File: config.mk
export PLATFORM = sky130hd
export DESIGN_NAME = param_datapath
export DESIGN_NICKNAME = d
export VERILOG_FILES = /design/src/rtl/param_datapath_pkg.sv /design/src/rtl/param_datapath_alu.sv /design/src/rtl/param_datapath.sv
export SDC_FILE = /design/constraint.sdc
export NUM_CORES = 1
export LEC_CHECK = 0
export ABC_CLOCK_PERIOD_IN_PS = 6510
export BUFFER_PORTS_ARGS = -buffer_cell sky130_fd_sc_hd__buf_2
export CORE_AREA = 2 2 158 160
export DETAILED_ROUTE_END_ITERATION = 10
export DIE_AREA = 0 0 160 162
export PLACE_DENSITY = 0.73
export SETUP_SLACK_MARGIN = 0.2
export SYNTH_ARGS = -nofsm -noshare
export SYNTH_HDL_FRONTEND = slang
export SYNTH_SLANG_ARGS = --single-unit
File: constraint.sdc
create_clock -name clk -period 6.51 [get_ports clk]
set_clock_uncertainty 0.1 [all_clocks]
set_input_delay 0.651 -clock clk [delete_from_list [all_inputs] [get_ports clk]]
set_output_delay 0.651 -clock clk [all_outputs]
set_load 0.005 [all_outputs]
File: src/rtl/param_datapath_pkg.sv
// Shared types for the parameterised register datapath: opcodes, controller
// states and the register-select width helper.
package param_datapath_pkg;

  typedef enum logic [2:0] {
    OP_ADD = 3'b000,
    OP_SUB = 3'b001,
    OP_AND = 3'b010,
    OP_OR  = 3'b011,
    OP_XOR = 3'b100,
    OP_MVI = 3'b101,
    OP_MV  = 3'b110,
    OP_JMP = 3'b111
  } op_e;

  typedef enum logic [1:0] {
    ST_IDLE = 2'b00,
    ST_LDA  = 2'b01,
    ST_EXE  = 2'b10,
    ST_WB   = 2'b11
  } state_e;

  function automatic int sel_w(input int nregs);
    return (nregs <= 2) ? 1 : $clog2(nregs);
  endfunction

endpackage

File: src/rtl/param_datapath_alu.sv
// Combinational ALU for the datapath: add/sub/and/or/xor with zero, carry
// (no-borrow for SUB) and negative flags.
module param_datapath_alu
  import param_datapath_pkg::*;
#(
  parameter int WIDTH = 16
) (
  input  logic [WIDTH-1:0] a,
  input  logic [WIDTH-1:0] b,
  input  op_e              op,
  output logic [WIDTH-1:0] result,
  output logic             z,
  output logic             c,
  output logic             n
);

  logic [WIDTH:0] sum_s;
  logic [WIDTH:0] diff_s;

  assign sum_s  = {1'b0, a} + {1'b0, b};
  assign diff_s = {1'b0, a} - {1'b0, b};

  // Borrow appears in the extra MSB of diff_s; carry for SUB is its inverse.
  always_comb begin
    result = '0;
    c      = 1'b0;
    case (op)
      OP_ADD: begin
        result = sum_s[WIDTH-1:0];
        c      = sum_s[WIDTH];
      end
      OP_SUB: begin
        result = diff_s[WIDTH-1:0];
        c      = ~diff_s[WIDTH];
      end
      OP_AND:  result = a & b;
      OP_OR:   result = a | b;
      OP_XOR:  result = a ^ b;
      default: begin
        result = '0;
        c      = 1'b0;
      end
    endcase
  end

  assign z = (result == '0);
  assign n = result[WIDTH-1];

endmodule

File: src/rtl/param_datapath.sv
// Register-file datapath: single-cycle MVI/MV/JMP, four-phase ALU commands
// (IDLE->LDA->EXE->WB) with registered flags and a one-cycle done pulse.
module param_datapath
  import param_datapath_pkg::*;
#(
  parameter  int WIDTH  = 16,
  parameter  int NREGS  = 8,
  parameter  int ADDR_W = 9,
  localparam int SEL_W  = sel_w(NREGS)
) (
  input  logic              clk,
  input  logic              rst,
  input  logic              cmd_valid,
  output logic              cmd_ready,
  input  logic [2:0]        cmd_op,
  input  logic [SEL_W-1:0]  cmd_rx,
  input  logic [SEL_W-1:0]  cmd_ry,
  input  logic [WIDTH-1:0]  cmd_imm,
  input  logic [ADDR_W-1:0] cmd_addr,
  output logic              done,
  output logic              flag_z,
  output logic              flag_c,
  output logic              flag_n,
  output logic [WIDTH-1:0]  jmpaddr,
  input  logic [SEL_W-1:0]  rd_sel,
  output logic [WIDTH-1:0]  rd_data,
  output logic [WIDTH-1:0]  bus
);

  state_e             state_q, state_d;
  op_e                op_q, op_d;
  op_e                cmd_op_s;
  logic [SEL_W-1:0]   rx_q, rx_d, ry_q, ry_d;
  logic [WIDTH-1:0]   a_q, a_d, g_q, g_d, jmp_q, jmp_d;
  logic               z_q, z_d, c_q, c_d, n_q, n_d;
  logic               done_q, done_d;
  logic [WIDTH-1:0]   regs_q [NREGS];

  logic               we_s;
  logic [SEL_W-1:0]   waddr_s;
  logic [WIDTH-1:0]   wdata_s;
  logic [WIDTH-1:0]   alu_res_s;
  logic               alu_z_s, alu_c_s, alu_n_s;

  assign cmd_op_s = op_e'(cmd_op);

  param_datapath_alu #(.WIDTH(WIDTH)) u_alu (
    .a      (a_q),
    .b      (regs_q[ry_q]),
    .op     (op_q),
    .result (alu_res_s),
    .z      (alu_z_s),
    .c      (alu_c_s),
    .n      (alu_n_s)
  );

  // Controller next state, register-file write port and datapath updates.
  always_comb begin
    state_d = state_q;
    op_d    = op_q;
    rx_d    = rx_q;
    ry_d    = ry_q;
    a_d     = a_q;
    g_d     = g_q;
    jmp_d   = jmp_q;
    z_d     = z_q;
    c_d     = c_q;
    n_d     = n_q;
    done_d  = 1'b0;
    we_s    = 1'b0;
    waddr_s = rx_q;
    wdata_s = g_q;
    case (state_q)
      ST_IDLE: begin
        if (cmd_valid) begin
          case (cmd_op_s)
            OP_MVI: begin
              we_s    = 1'b1;
              waddr_s = cmd_rx;
              wdata_s = cmd_imm;
              done_d  = 1'b1;
            end
            OP_MV: begin
              we_s    = 1'b1;
              waddr_s = cmd_rx;
              wdata_s = regs_q[cmd_ry];
              done_d  = 1'b1;
            end
            OP_JMP: begin
              jmp_d  = WIDTH'(cmd_addr);
              done_d = 1'b1;
            end
            default: begin
              op_d    = cmd_op_s;
              rx_d    = cmd_rx;
              ry_d    = cmd_ry;
              state_d = ST_LDA;
            end
          endcase
        end
      end
      ST_LDA: begin
        a_d     = regs_q[rx_q];
        state_d = ST_EXE;
      end
      ST_EXE: begin
        g_d     = alu_res_s;
        z_d     = alu_z_s;
        c_d     = alu_c_s;
        n_d     = alu_n_s;
        state_d = ST_WB;
      end
      ST_WB: begin
        we_s    = 1'b1;
        done_d  = 1'b1;
        state_d = ST_IDLE;
      end
      default: state_d = ST_IDLE;
    endcase
  end

  // Controller and datapath registers.
  always_ff @(posedge clk or posedge rst) begin
    if (rst) begin
      state_q <= ST_IDLE;
      op_q    <= OP_ADD;
      rx_q    <= '0;
      ry_q    <= '0;
      a_q     <= '0;
      g_q     <= '0;
      jmp_q   <= '0;
      z_q     <= 1'b0;
      c_q     <= 1'b0;
      n_q     <= 1'b0;
      done_q  <= 1'b0;
    end else begin
      state_q <= state_d;
      op_q    <= op_d;
      rx_q    <= rx_d;
      ry_q    <= ry_d;
      a_q     <= a_d;
      g_q     <= g_d;
      jmp_q   <= jmp_d;
      z_q     <= z_d;
      c_q     <= c_d;
      n_q     <= n_d;
      done_q  <= done_d;
    end
  end

  // Register file: one write port, cleared by reset.
  always_ff @(posedge clk or posedge rst) begin
    if (rst) begin
      for (int i = 0; i < NREGS; i++) begin
        regs_q[i] <= '0;
      end
    end else if (we_s) begin
      regs_q[waddr_s] <= wdata_s;
    end
  end

  // Bus shows whatever value the current phase is moving.
  always_comb begin
    bus = '0;
    case (state_q)
      ST_IDLE: bus = (cmd_op_s == OP_MVI) ? cmd_imm : '0;
      ST_LDA:  bus = regs_q[rx_q];
      ST_EXE:  bus = regs_q[ry_q];
      ST_WB:   bus = g_q;
      default: bus = '0;
    endcase
  end

  assign cmd_ready = (state_q == ST_IDLE);
  assign done      = done_q;
  assign flag_z    = z_q;
  assign flag_c    = c_q;
  assign flag_n    = n_q;
  assign jmpaddr   = jmp_q;
  assign rd_data   = regs_q[rd_sel];

endmodule

* After elaboration in Yosys (flattened, before gate mapping)
Index checks and enable logic that the tools add are counted.
** Operators by class
- Add/subtract/negate cells :: 2
- Multiply operators :: 0
- Div/mod/pow operators :: 0
- Order comparisons :: 6
- Equality and inequality tests :: 12
- Shifts and indexed selects :: 0
- Mux-type cells :: 34
- Bitwise gates (word level) :: 10
- Reductions and logical operators :: 9
** Operators with widths (count)
- binary-select mux 16 bit (select 3 bit) :: 4
- two-way mux 16 bit :: 12
- bitwise mux 128 bit :: 1
- case mux 16 bit (5 select lines) :: 1
- case mux 16 bit (4 select lines) :: 1
- demux 16 bit (select 3 bit) :: 1
- case mux 16 bit (2 select lines) :: 1
- greater-or-equal comparator 4 bit, second input constant :: 5
- inverter 3 -> 4 bit :: 5
- adder 16 x 16 -> 17 bit :: 1
- subtractor 16 x 16 -> 17 bit :: 1
- AND 16 bit :: 1
- logical NOT 16 bit :: 1
- bitwise OR 16 bit :: 1
- bitwise XOR 16 bit :: 1
- == test 3 bit, second input constant :: 4
- two-way mux 3 bit :: 3
- case mux 2 bit (4 select lines) :: 1
- == test 3 x 2 -> 1 bit, second input constant :: 2
- case mux 1 bit (2 select lines) :: 3
- AND reduction 3 bit :: 2
- == test 2 bit, second input constant :: 2
- < comparator 4 x 1 -> 1 bit, second input constant :: 1
- two-way mux 1 bit :: 4
- other kinds (11) :: 14
** Word-level totals
- Register bits after elaboration :: 184
- Bits in latches :: 0
- RAM bits :: 0
- ROM bits :: 0
- Output and inout bits :: 53
- Logic and storage cells :: 92
- Memories kept :: 0

* Logic depth before layout (Yosys ltp)
- Depth after elaboration :: 11
- Depth in mapped cells :: 16

* By module
A second synthesis with hierarchy kept.
** Unflattened totals
- Cells, all modules :: 1499
- Area, all modules :: 15063.2 um2
** Modules (own cells, without submodules)
- param_datapath :: times used 1, cells an instance 1138, area each 12625.9 um2
- param_datapath_alu :: times used 1, cells an instance 361, area each 2437.3 um2

* Least setup slack after synthesis
No wires, ideal clock.
- Path kind :: register -> register
- Start :: register ry_q[0]
- End :: register z_q, in the netlist flag_z
- Library setup time :: 95 ps
- Data arrival time :: 4011 ps
- Required time :: 6315 ps
- Path slack :: 2304 ps
- Cell stages (with the launch flop) :: 16
- Path buffers :: 2
- Cells stage by stage :: dfrtp_1 > clkbuf_1 > buf_2 > mux4_2 > mux2_2 > ha_1 > fa_1 > nor2_1 > o311a_1 > o21bai_1 > xor2_1 > a221oi_1 > nand4_1 > nor4_1 > nand4_1 > o32ai_2
** Between the ends
- Cells in the longest elaborated chain, start to end :: 7
** RTL lines
- start, declared :: line param_datapath.sv:33 : logic [SEL_W-1:0] rx_q, rx_d, ry_q, ry_d;
- start signal, assigned :: line param_datapath.sv:140 : ry_q <= ry_d;
- inverter 3 -> 4 bit (implied by the code) (*) :: line param_datapath.sv:49 : .b (regs_q[ry_q]),
- binary-select mux 16 bit (select 3 bit) (*) :: line param_datapath.sv:49
- two-way mux 16 bit (implied by the code) (*) (2 in series) :: line param_datapath.sv:49
- subtractor 16 x 16 -> 17 bit, or another cell as far along :: line param_datapath_alu.sv:21 : assign diff_s = {1'b0, a} - {1'b0, b};
- case mux 16 bit (5 select lines) (*) :: line param_datapath_alu.sv:27 : case (op)
- logical NOT 16 bit (*) :: line param_datapath_alu.sv:46 : assign z = (result == '0);
- end signal, assigned :: line param_datapath.sv:144 : z_q <= z_d;
- end, declared :: line param_datapath.sv:35 : logic z_q, z_d, c_q, c_d, n_q, n_d;
Mark *: on every way between the ends. The rest lies on a longest branch, timed or not. The select of a mux whose other input is x is not followed.
A chain may end at the register's enable or synchronous reset.

* Final worst setup path
Same ends and word-level chain as after synthesis.

==> impl_metrics.json <==
{
  "wl_per_cell_um": 25.8,
  "cts_root_buffer": "clkbuf_16",
  "p_int_uw": 4540,
  "synth_area_leader_cell": "dfrtp_1",
  "ff2ff_path_depth": 13,
  "cp.arrival_ps": 5320,
  "finalHoldViolations": 0,
  "cap_viol_max_count": 0,
  "critical_path.startpoint": "ry_q[0]$_DFFE_PP0P_",
  "dr_wl_met2_mm": 19.0,
  "synth_area_um2": 14100,
  "routed-wl-met3_mm": 3.09,
  "insertedDiodeCount": 0,
  "path_cells": "mux4_2 -> mux2_2 -> inv_1 -> ha_1 -> and2b_2 -> a2111oi_0 -> xnor2_1 -> nor2_1 -> a311oi_1 -> nand2_1 -> nor4_1 -> nand4_1 -> o32ai_2",
  "power.leakage_uw": 0.00654,
  "areaGrowthSynthToFinish_pct": 7.83,
  "grt_max_degree": 72,
  "cts_tree": "yes",
  "ys_async_sr_fraction_pct": 100,
  "synth_edf_count": 0,
  "fp.dieArea_um2": 25900,
  "clkTransAtPathRegs_ps": 80,
  "p_per_area_nw_per_um2": 553,
  "setup_tns_ps": 0,
  "outcome": "completed",
  "crit_type": "reg -> reg",
  "start_kind": "register",
  "portBuffers": 85,
  "clk_latency_ps": 450,
  "peakVddDrop_mv": 0.349,
  "dr.pass1.iters": 5,
  "crit_required_ps": 6760,
  "slew_headroom_pct": 21.6,
  "utilization_pct": 62.9,
  "sw_frac_of_total_pct": 45.9,
  "p_seq_share_pct": 26.1,
  "max_freq_mhz": 197,
  "min_period_ps": 5080,
  "fp-row-count": 57,
  "grt_first_pass_wirelength_mm": 61.1,
  "boundaryPins": 93,
  "h-tree-depth": 4,
  "critPathMaxFanout": 25,
  "post_cts_resized": 0,
  "p_sw_uw": 3850,
  "antenna_left": 0,
  "end_kind": "register",
  "m1WireLength_mm": 16.0,
  "drc": 0,
  "synth_seq_area_share_pct": 32.5,
  "final_nets": 1297,
  "cts_hold_buf": 0,
  "grt_use_total_pct": 31.1,
  "rsz0062_at_grt": "false",
  "coreArea_um2": 24100,
  "crit_path_max_incr_delay_ps": 1020,
  "ys_warn_count": 0,
  "synthTopCellsByArea": "dfrtp_1 33%, mux4_2 20%, mux2_2 16%",
  "r2r_end": "flag_z$_DFFE_PP0P_",
  "highest_layer": "met4",
  "clockBufferDepth": 2,
  "gp_congestion": 0.952,
  "cts_sinks": 183,
  "synth_cell_types": 86,
  "ys_seq_elements": 183,
  "worst_pin_slew_ps": 1180,
  "cts_made_buffers": 17,
  "dp_hpwl_mm": 26.4,
  "die_h_um": 162,
  "vias_per_cell": 6.89,
  "post_cts_buffers": 0,
  "fin_crit_sh_pct": 78.0,
  "grt_overflow": 0,
  "wl_mm": 39.5,
  "setup_viol": 0,
  "combinationalPowerShare_pct": 61.5,
  "drive_gt1_share_pct": 41.7,
  "die_w_um": 160,
  "reg2reg_from": "ry_q[0]$_DFFE_PP0P_",
  "slowest_stage": "dfrtp_2",
  "antenna_found_initial": 0,
  "synth_top_area_share_pct": 32.5,
  "synth-main-ff-cell": "dfrtp_1",
  "grt_pass1_vias": 10500,
  "reg2reg_slack_ps": 1430,
  "start_util_pct": 58.4,
  "hold_class": "in -> async",
  "postSynthCellCount": 1161,
  "drt_iter0_drc": 1081,
  "synth_area_per_cell_um2": 12.1,
  "crit_end": "flag_z$_DFFE_PP0P_",
  "drv_slew": 0,
  "num_vias": 10600,
  "power_frac_clock_pct": 12.4
}
kinds of logic (layout without fill, tap and decap cells):
logic type	after synthesis	in the layout	share of synthesized area [%]
AO/OA/AOI/OAI	230	230	12.4
multiplexers	345	345	37.7
adder cells (fa/ha/maj)	59	59	5.35
buffers and inverters	152	195	5.25
XOR/XNOR	14	14	0.872
other	1	7	0.0267
AND/OR/NAND/NOR	177	177	5.89
flip-flops	183	183	32.5
cell usage after synthesis, types with 10 or more instances:
cell type  number
mux2i_1        19
buf_2          15
a22oi_1        23
a22o_1         12
mux2_2        197
a221oi_1       21
clkbuf_1       47
ha_1           57
mux4_2        128
nor3_1         11
nor2_1         52
buf_1          10
a31oi_1        12
dfrtp_1       183
a21oi_1        29
nand2_1        62
buf_4          13
inv_1          54
o21ai_0        42
routing by layer:
| layer | GRT usage [%] | up-vias |
|---|---|---|
| li1 | - | 4539 |
| met1 | 42.4 | 5376 |
| met2 | 50.1 | 534 |
| met3 | 5.49 | 115 |
| met4 | 12.5 | 0 |
| met5 | 0 | - |
worst max-delay path, delay by kind of cell (launching register included):
kind | cells | cell delay (ps)
flip-flops | 1 | 1020
adder cells (fa/ha/maj) | 1 | 540
multiplexers | 2 | 930
AO/OA/AOI/OAI | 3 | 1220
XOR/XNOR | 1 | 190
buffers and inverters | 1 | 80
AND/OR/NAND/NOR | 5 | 910
power by group through the flow:
stage	clock [uW]	combinational, uW	sequential (uW)
floorplan	0	4010	1930
global placement	0	5010	2130
detailed placement	0	5040	2180
CTS	1050	5090	2170
global route	1090	5520	2270
finish	1040	5160	2190
layout make-up:
type                       count  area (um^2)
inverter                      55          211
clock inverter                14          161
timing repair buffer         109          606
tap                          324          405
sequential                   183         4580
clock buffer                  17          425
fill                        1936         8930
multi-input combinational    832         8780
flip-flops by register name (all words and copies together), names as in the netlist:
name	count
regs_q	128
a_q	16
g_q	16
jmpaddr	9
op_q	3
rx_q	3
ry_q	3
state_q	2
done	1
flag_c	1
flag_z	1
per-stage QoR:
step / hold WS, ps / cells / worst slack, ps / power [uW] / area [um^2]
after CTS: 146 / 1534 / 1490 / 8310 / 15200
after global placement: 382 / 1503 / 1620 / 7140 / 14600
after floorplan: 373 / 1167 / 787 / 5950 / 14100
final: 121 / 1534 / 1430 / 8390 / 15200
after global routing: 159 / 1534 / 1250 / 8880 / 15200
after detailed placement: 393 / 1503 / 1510 / 7220 / 14600
how the worst min path moves through the flow:
stage,slack [ps],cells past startpoint,endpoint
global route,160,2,regs_q[76]$_DFFE_PP0P_
detailed placement,390,1,jmpaddr[0]$_DFFE_PP0P_
CTS,150,2,regs_q[12]$_DFFE_PP0P_
global placement,380,1,jmpaddr[0]$_DFFE_PP0P_
floorplan,370,1,g_q[10]$_DFFE_PP0P_
finish,120,2,regs_q[76]$_DFFE_PP0P_
layout by cell type (no fill, tap or decap), types with 17 or more instances in the layout:
cell	n
mux2_2	197
dfrtp_1	181
mux4_2	128
buf_2	85
nand2_1	62
ha_1	56
inv_1	53
nor2_1	51
o21ai_0	42
a21oi_1	29
buf_4	24
a22oi_1	23
a221oi_1	21
mux2i_1	19
clkbuf_16	17
Power figures use the tool's default switching activity.
